### src/rtl/bram_read_arbiter_if.sv
// Requester-side read channel for the shared BRAM read port.
// master = requester, slave = arbiter.
interface bram_read_arbiter_if #(
    parameter int ADDR_W = 21
);
    logic              req;
    logic [ADDR_W-1:0] addr;
    logic              ack;
    logic              rvalid;
    logic [7:0]        rdata;

    modport master (
        output req,
        output addr,
        input  ack,
        input  rvalid,
        input  rdata
    );

    modport slave (
        input  req,
        input  addr,
        output ack,
        output rvalid,
        output rdata
    );
endinterface

### src/rtl/bram_read_arbiter.sv
// Two-requester arbiter for a single pipelined BRAM read port.
// Each issued read carries a port tag through LATENCY stages so its data lands on the right port.
module bram_read_arbiter #(
    parameter int ADDR_W     = 21,
    parameter int LATENCY    = 1,
    parameter int FIXED_PRIO = 0
) (
    input  logic              clk_memory,
    input  logic              resetn,
    bram_read_arbiter_if.slave port0,
    bram_read_arbiter_if.slave port1,
    output logic [ADDR_W-1:0] mem_addr,
    output logic              mem_en,
    input  logic [7:0]        mem_data,
    output logic              busy
);

    logic              last_p1;
    logic              gnt0;
    logic              gnt1;
    logic [LATENCY:0]  tag_v;
    logic [LATENCY:0]  tag_p;
    logic [ADDR_W-1:0] mem_addr_q;
    logic              rvalid0_q;
    logic              rvalid1_q;
    logic [7:0]        rdata0_q;
    logic [7:0]        rdata1_q;

    // Grants are gated by resetn so nothing is acked while reset is held.
    always_comb begin
        gnt0 = 1'b0;
        gnt1 = 1'b0;
        if (resetn) begin
            if (port0.req && (!port1.req || (FIXED_PRIO != 0) || last_p1)) begin
                gnt0 = 1'b1;
            end else if (port1.req) begin
                gnt1 = 1'b1;
            end
        end
    end

    assign port0.ack = gnt0;
    assign port1.ack = gnt1;

    // tag_v[0] is the issue stage (mem_en); tag_v[LATENCY] lines up with mem_data.
    always_ff @(posedge clk_memory or negedge resetn) begin
        if (!resetn) begin
            last_p1    <= 1'b1;
            tag_v      <= '0;
            tag_p      <= '0;
            mem_addr_q <= '0;
            rvalid0_q  <= 1'b0;
            rvalid1_q  <= 1'b0;
            rdata0_q   <= 8'h00;
            rdata1_q   <= 8'h00;
        end else begin
            tag_v <= {tag_v[LATENCY-1:0], gnt0 | gnt1};
            tag_p <= {tag_p[LATENCY-1:0], gnt1};

            if (gnt0) begin
                mem_addr_q <= port0.addr;
                last_p1    <= 1'b0;
            end else if (gnt1) begin
                mem_addr_q <= port1.addr;
                last_p1    <= 1'b1;
            end

            rvalid0_q <= tag_v[LATENCY] & ~tag_p[LATENCY];
            rvalid1_q <= tag_v[LATENCY] &  tag_p[LATENCY];
            if (tag_v[LATENCY] && !tag_p[LATENCY]) begin
                rdata0_q <= mem_data;
            end
            if (tag_v[LATENCY] && tag_p[LATENCY]) begin
                rdata1_q <= mem_data;
            end
        end
    end

    assign mem_en       = tag_v[0];
    assign mem_addr     = mem_addr_q;
    assign busy         = |tag_v;
    assign port0.rvalid = rvalid0_q;
    assign port0.rdata  = rdata0_q;
    assign port1.rvalid = rvalid1_q;
    assign port1.rdata  = rdata1_q;

endmodule

### src/flat_wrapper.sv
// flat-port wrapper written by rule: the top's interface ports become plain ports
module bram_read_arbiter_flat 
#(
    parameter int ADDR_W     = 21,
    parameter int LATENCY    = 1,
    parameter int FIXED_PRIO = 0
)
  (clk_memory, resetn, mem_addr, mem_en, mem_data, busy, port0_req, port0_addr, port0_ack, port0_rvalid, port0_rdata, port1_req, port1_addr, port1_ack, port1_rvalid, port1_rdata);
  bram_read_arbiter_if #(.ADDR_W(ADDR_W)) port0_i ();
  bram_read_arbiter_if #(.ADDR_W(ADDR_W)) port1_i ();
  input  logic clk_memory;
  input  logic resetn;
  output logic [ADDR_W-1:0] mem_addr;
  output logic mem_en;
  input  logic [7:0] mem_data;
  output logic busy;
  input wire logic [$bits(port0_i.req)-1:0] port0_req;
  input wire logic [$bits(port0_i.addr)-1:0] port0_addr;
  output wire logic [$bits(port0_i.ack)-1:0] port0_ack;
  output wire logic [$bits(port0_i.rvalid)-1:0] port0_rvalid;
  output wire logic [$bits(port0_i.rdata)-1:0] port0_rdata;
  input wire logic [$bits(port1_i.req)-1:0] port1_req;
  input wire logic [$bits(port1_i.addr)-1:0] port1_addr;
  output wire logic [$bits(port1_i.ack)-1:0] port1_ack;
  output wire logic [$bits(port1_i.rvalid)-1:0] port1_rvalid;
  output wire logic [$bits(port1_i.rdata)-1:0] port1_rdata;
  assign port0_i.req = port0_req;
  assign port0_i.addr = port0_addr;
  assign port0_ack = port0_i.ack;
  assign port0_rvalid = port0_i.rvalid;
  assign port0_rdata = port0_i.rdata;
  assign port1_i.req = port1_req;
  assign port1_i.addr = port1_addr;
  assign port1_ack = port1_i.ack;
  assign port1_rvalid = port1_i.rvalid;
  assign port1_rdata = port1_i.rdata;
  bram_read_arbiter #(.ADDR_W(ADDR_W), .LATENCY(LATENCY), .FIXED_PRIO(FIXED_PRIO)) u_core (.clk_memory(clk_memory), .resetn(resetn), .port0(port0_i), .port1(port1_i), .mem_addr(mem_addr), .mem_en(mem_en), .mem_data(mem_data), .busy(busy));
endmodule
### config.mk
export PLATFORM = sky130hd
export DESIGN_NAME = bram_read_arbiter_flat
export DESIGN_NICKNAME = d
export VERILOG_FILES = /design/src/rtl/bram_read_arbiter_if.sv /design/src/rtl/bram_read_arbiter.sv /design/src/flat_wrapper.sv
export SDC_FILE = /design/constraint.sdc
export NUM_CORES = 1
export LEC_CHECK = 0
export BUFFER_PORTS_ARGS = -buffer_cell sky130_fd_sc_hd__buf_2
export CORE_MARGIN = 2
export CORE_UTILIZATION = 48
export DETAILED_ROUTE_END_ITERATION = 8
export PLACE_DENSITY = 0.81
export SLEW_MARGIN = 20
export SYNTH_ARGS = -nofsm -noshare
export SYNTH_HDL_FRONTEND = slang
export SYNTH_SLANG_ARGS = --single-unit
### constraint.sdc
create_clock -name clk_memory -period 1.91 [get_ports clk_memory]
set_input_delay 0.0955 -clock clk_memory [delete_from_list [all_inputs] [get_ports clk_memory]]
set_output_delay 0.0955 -clock clk_memory [all_outputs]
set_load 0.1 [all_outputs]
### Word-level counts from Yosys, hierarchy flattened

Index checks and enable logic that the tools add are counted.

* flip-flop bits (word level): 44
* bits in latches: 0
* memory bits (writable): 0
* memory bits (read-only): 0
* bits of input ports: 54
* output and inout bits: 43
* memories kept: 0

* $add $sub $neg: 0
* multipliers: 0
* divide/modulo/power cells: 0
* $lt $le $gt $ge: 0
* equal/unequal tests: 0
* shifts and indexed selects: 0
* muxes and demuxes: 9
* bitwise operators: 4
* reductions and logical operators: 8

Operators with widths (number)
* $mux 21: 2
* $mux 1: 7
* $logic_and 1x1->1: 3
* $and 1x1->1: 2
* $logic_not 1->1: 2
* $reduce_bool 2->1: 1
* $reduce_or 2->1: 1
* $logic_or 1x1->1: 1
* $not 1->1: 1
* $or 1x1->1: 1

### Depth between registers and ports, before layout

* depth in word-level cells: 7
* gate-level depth with buffers: 4
* depth with buffers taken out: 3

### Least setup slack after synthesis

No wires, ideal clock.

* path kind: flip-flop to flip-flop
* from: register u_core.last_p1
* to: register u_core.tag_p[0]
* setup time: 0.287 ns
* data arrival time: 1.848 ns
* path slack: -0.224 ns
* cell stages (with the launch flop): 2
* path buffers: 0
* clock period less this slack: 2.134 ns
* cell sequence: dfstp_2 -> a21oi_1

* cells in the longest elaborated chain, start to end: 4

RTL lines
* start, declared: RTL line bram_read_arbiter.sv:18 `logic last_p1;`
* start signal, assigned: RTL line bram_read_arbiter.sv:48 `last_p1 <= 1'b1;`
* start signal, assigned: RTL line bram_read_arbiter.sv:62 `last_p1 <= 1'b0;`
* start signal, assigned: RTL line bram_read_arbiter.sv:65 `last_p1 <= 1'b1;`
* $logic_or 1x1->1: RTL line bram_read_arbiter.sv:34 `if (port0.req && (!port1.req || (FIXED_PRIO != 0) || last_p1)) begin`
* $logic_and 1x1->1: RTL line bram_read_arbiter.sv:34
* $mux 1: RTL line bram_read_arbiter.sv:34
* $mux 1: RTL line bram_read_arbiter.sv:33 `if (resetn) begin`
* via port1_ack: RTL line flat_wrapper.sv:24 `output wire logic [$bits(port1_i.ack)-1:0] port1_ack;`
* end signal, assigned: RTL line bram_read_arbiter.sv:58 `tag_p <= {tag_p[LATENCY-1:0], gnt1};`
* end, declared: RTL line bram_read_arbiter.sv:22 `logic [LATENCY:0] tag_p;`

The timed path passes the listed nets, and every way through them passes these cells.
A chain may end at the register's enable or synchronous reset.

### Worst setup path in the final report

* from: input port resetn
* to: output port port1_ack

* cells in the longest elaborated chain, start to end: 1

RTL lines
* start, declared: RTL line flat_wrapper.sv:12 `input logic resetn;`
* $mux 1: RTL line bram_read_arbiter.sv:33
* end, declared: RTL line flat_wrapper.sv:24

No other way between the ends.

==> reports/results.tsv <==
stage	metric	value	unit
outcome	status	completed	
synth	Mean Syn Cell Area	15.6	µm²
detailed_routing	vias per cell	4.77	
detailed_routing	Initial DRT Pass Iterations	2	
synth	Synth Instances	120	
die	core area	3720	µm²
die	Starting Density	0.504	
sta	Slew HR	0.631	
hold_path	min-delay worst type	input port to register	
cells_and_area	most frequent cells in the layout	94 x buf_2, 57 x mux2_2, 43 x dfrtp_1	
die	Die Y	66.4	µm
clock_tree	Post-CTS Setup Bufs	0	
hold_path	worst min-delay path endpoint	u_core.mem_addr[15]	
setup_path	Crit Path Class	input port to output port	
pwr	Sw Share	0.503	
grt	pin count of the biggest net entering global routing	45	
setup_path	Crit path largest cell delay	0.54	ns
synth	Yosys cell types	15	
hold_path	Hold Crit Start	port0_addr[15]	
clock_tree	CTS Buf Count	5	
pwr	sw power	0.00189	W
sta	endpoints failing hold	0	
cells_and_area	post-route insts no fill	271	
grt	vias in the first global route	1326	
synth	synthesized area	1870	µm²
clock_tree	Clock Pin Slew Worst Setup and Hold Paths	0.09	ns
setup_path	critical path's slowest cell	dlygate4sd3_1	
clock_tree	htree depth	2	
detailed_routing	post-route ant nets	0	
cells_and_area	area grow syn2layout	36.4	%
sta	count of pins over their slew limit	0	
place	Final HPWL DP	2840	µm
sta	Slew @ Worst Pin	0.551	ns
synth	#FFs+latches synth	44	
cells_and_area	Antenna Cells	0	
pwr	Seq pwr share	0.317	
pwr	Leak	1.29	nW
grt	gr ovfl total	0	
sta	Max Clk Rate	0.584	GHz
clock_tree	Root Buffer	clkbuf_8	
clock_tree	Skew-Pair Late Insertion Delay	0.29	ns
setup_path	Worst Reg2Reg Path Length in Cells	3	
detailed_routing	DR iter-0 viols	29	
grt	Tot GR Track Use	0.180	
grt	number of antenna violations at the first check in global routing	0	
pwr	Clock power frac	0.191	
setup_path	Worst R2R Start	u_core.last_p1	
sta	clock skew	0.00830	ns
setup_path	Worst R2R End	u_core.mem_addr[20]	
cells_and_area	Final #Nets	276	
setup_path	Crit path arrival time	1.62	ns
setup_path	worst-path cell chain	dlygate4sd3_1, buf_2, nand2_2, a21oi_2, buf_12	
setup_path	startpoint types	input port	
sta	RSZ-0062 raised after global routing	no	
pwr	P per Cell Area	1470	nW/µm²
sta	minimum clock period	1.71	ns
die	die area	4410	µm²
setup_path	CP Capture Type	output port	
place	Inst Count DP	262	
pwr	Int Pwr	0.00186	W
clock_tree	Clock Sinks	44	
grt	global-route wire length before repair	5850	µm
clock_tree	CTS tree	yes	
die	I/O Pins	97	
die	Die W	66.4	µm
setup_path	CP max FO	24	
cells_and_area	fraction of layout cells with a size suffix above 1	0.762	
detailed_routing	DR WL/cell	13.5	µm
sta	setup TNS	0	ns
clock_tree	clock buffer depth	2	
pwr	Logic pwr share	0.493	
synth	Syn Nets	174	
place	Port Buf Inserts	96	
cells_and_area	most common cell after layout, fill and taps aside	buf_2	
pwr	Max VDD drop	0.000718	V
setup_path	Data required, critical path	1.81	ns
place	gpl congestion	0.661	
setup_path	Reg2Reg Setup Slack	0.59	ns
detailed_routing	DRC viols	0	
hold_path	WHS Path Cells	2	
synth	Ys Warns	0	
detailed_routing	DR vias	1293	
job	Max Cap Viol	0	
sta	setup violators final	0	
die	row count	22	
synth	post-synthesis sequential area ratio	0.589	
detailed_routing	Routed WL	3660	µm
sta	Final Cycle Share	0.897	
## worst max-delay path, delay by kind of cell
kind | cells | cell delay [ns]
simple gates | 1 | 0.32
buf+inv | 3 | 0.89
compound gates | 1 | 0.31
## cells in the mapped netlist
library cell,n,area share
a21boi_0,1,0.0040
a21oi_1,1,0.0027
buf_2,1,0.0027
buf_4,2,0.0080
buf_6,2,0.012
dfrtp_1,43,0.57
dfstp_2,1,0.014
inv_1,5,0.010
mux2_2,57,0.34
mux2_4,1,0.0080
nand2_1,2,0.0040
nand2_2,1,0.0033
nand2b_1,1,0.0033
o211ai_2,1,0.0067
or2_2,1,0.0033
## flip-flops by register name, indices dropped and copies added, names as in the netlist
name	count
u_core.port0.rdata	8
u_core.last_p1	1
u_core.tag_p	2
u_core.tag_v	2
u_core.port0.rvalid	1
u_core.port1.rvalid	1
u_core.port1.rdata	8
u_core.mem_addr	21
## power groups by stage
| stage | Sequential (W) | Clock [W] | Combinational (W) |
|---|---|---|---|
| after floorplan | 0.00244 | 0 | 0.000308 |
| after global placement | 0.00120 | 0 | 0.00184 |
| after detailed placement | 0.00121 | 0 | 0.00186 |
| after CTS | 0.00119 | 0.000741 | 0.00186 |
| after global routing | 0.00121 | 0.000776 | 0.00191 |
| final | 0.00119 | 0.000716 | 0.00185 |
## layer usage
metal | track usage | wire length, µm | up-vias
met3 | 0.0716 | 289 | 4
met1 | 0.207 | 1520 | 613
met2 | 0.311 | 1820 | 56
met5 | 0 | 0 | -
li1 | - | - | 620
met4 | 0.0459 | 31 | 0
## repair_timing
action | in CTS | in global routing
endpoints found under the hold margin | 43 | 0
hold buffers | 1 | 0
gates resized for setup | 0 | 0
endpoints found under the setup margin | 0 | 0
## cell families after synthesis
| kind of cell | synth area share |
|---|---|
| AO/OA/AOI/OAI | 0.0134 |
| flip-flops | 0.589 |
| buffers and inverters | 0.0327 |
| multiplexers | 0.351 |
| AND/OR/NAND/NOR | 0.0140 |
## worst max path at each step
stage / start / to / slack, ns / depth (start not counted)
floorplan: u_core.tag_v[0] / busy / 0.33 / 1
global placement: port1_req / u_core.mem_addr[20] / 0.46 / 4
detailed placement: port1_req / u_core.mem_addr[20] / 0.45 / 4
CTS: resetn / port1_ack / 0.16 / 5
global route: resetn / port1_ack / 0.06 / 5
finish: resetn / port1_ack / 0.20 / 5
## per-stage QoR
stage	utilization	worst slack (ns)	cell area, µm²	total power (W)	hold slack (ns)
2_1_floorplan	-	0.330	1880	0.00275	-0.200
3_3_place_gp	0.653	0.460	2430	0.00305	0.260
3_5_place_dp	0.653	0.452	2430	0.00307	0.265
4_1_cts	0.687	0.161	2550	0.00379	0.0138
5_1_grt	0.687	0.0635	2550	0.00390	0.0144
6_report	0.687	0.197	2550	0.00375	0.0236
## layout make-up
class	instances	area, µm²
Clock inverter	3	47.5
Timing Repair Buffer	100	543
Fill cell	288	1160
Multi-Input combinational cell	66	712
Clock buffer	5	68.8
Tap cell	48	60.1
Inverter	5	18.8
Sequential cell	44	1100
(Power assumes the default switching activity.)
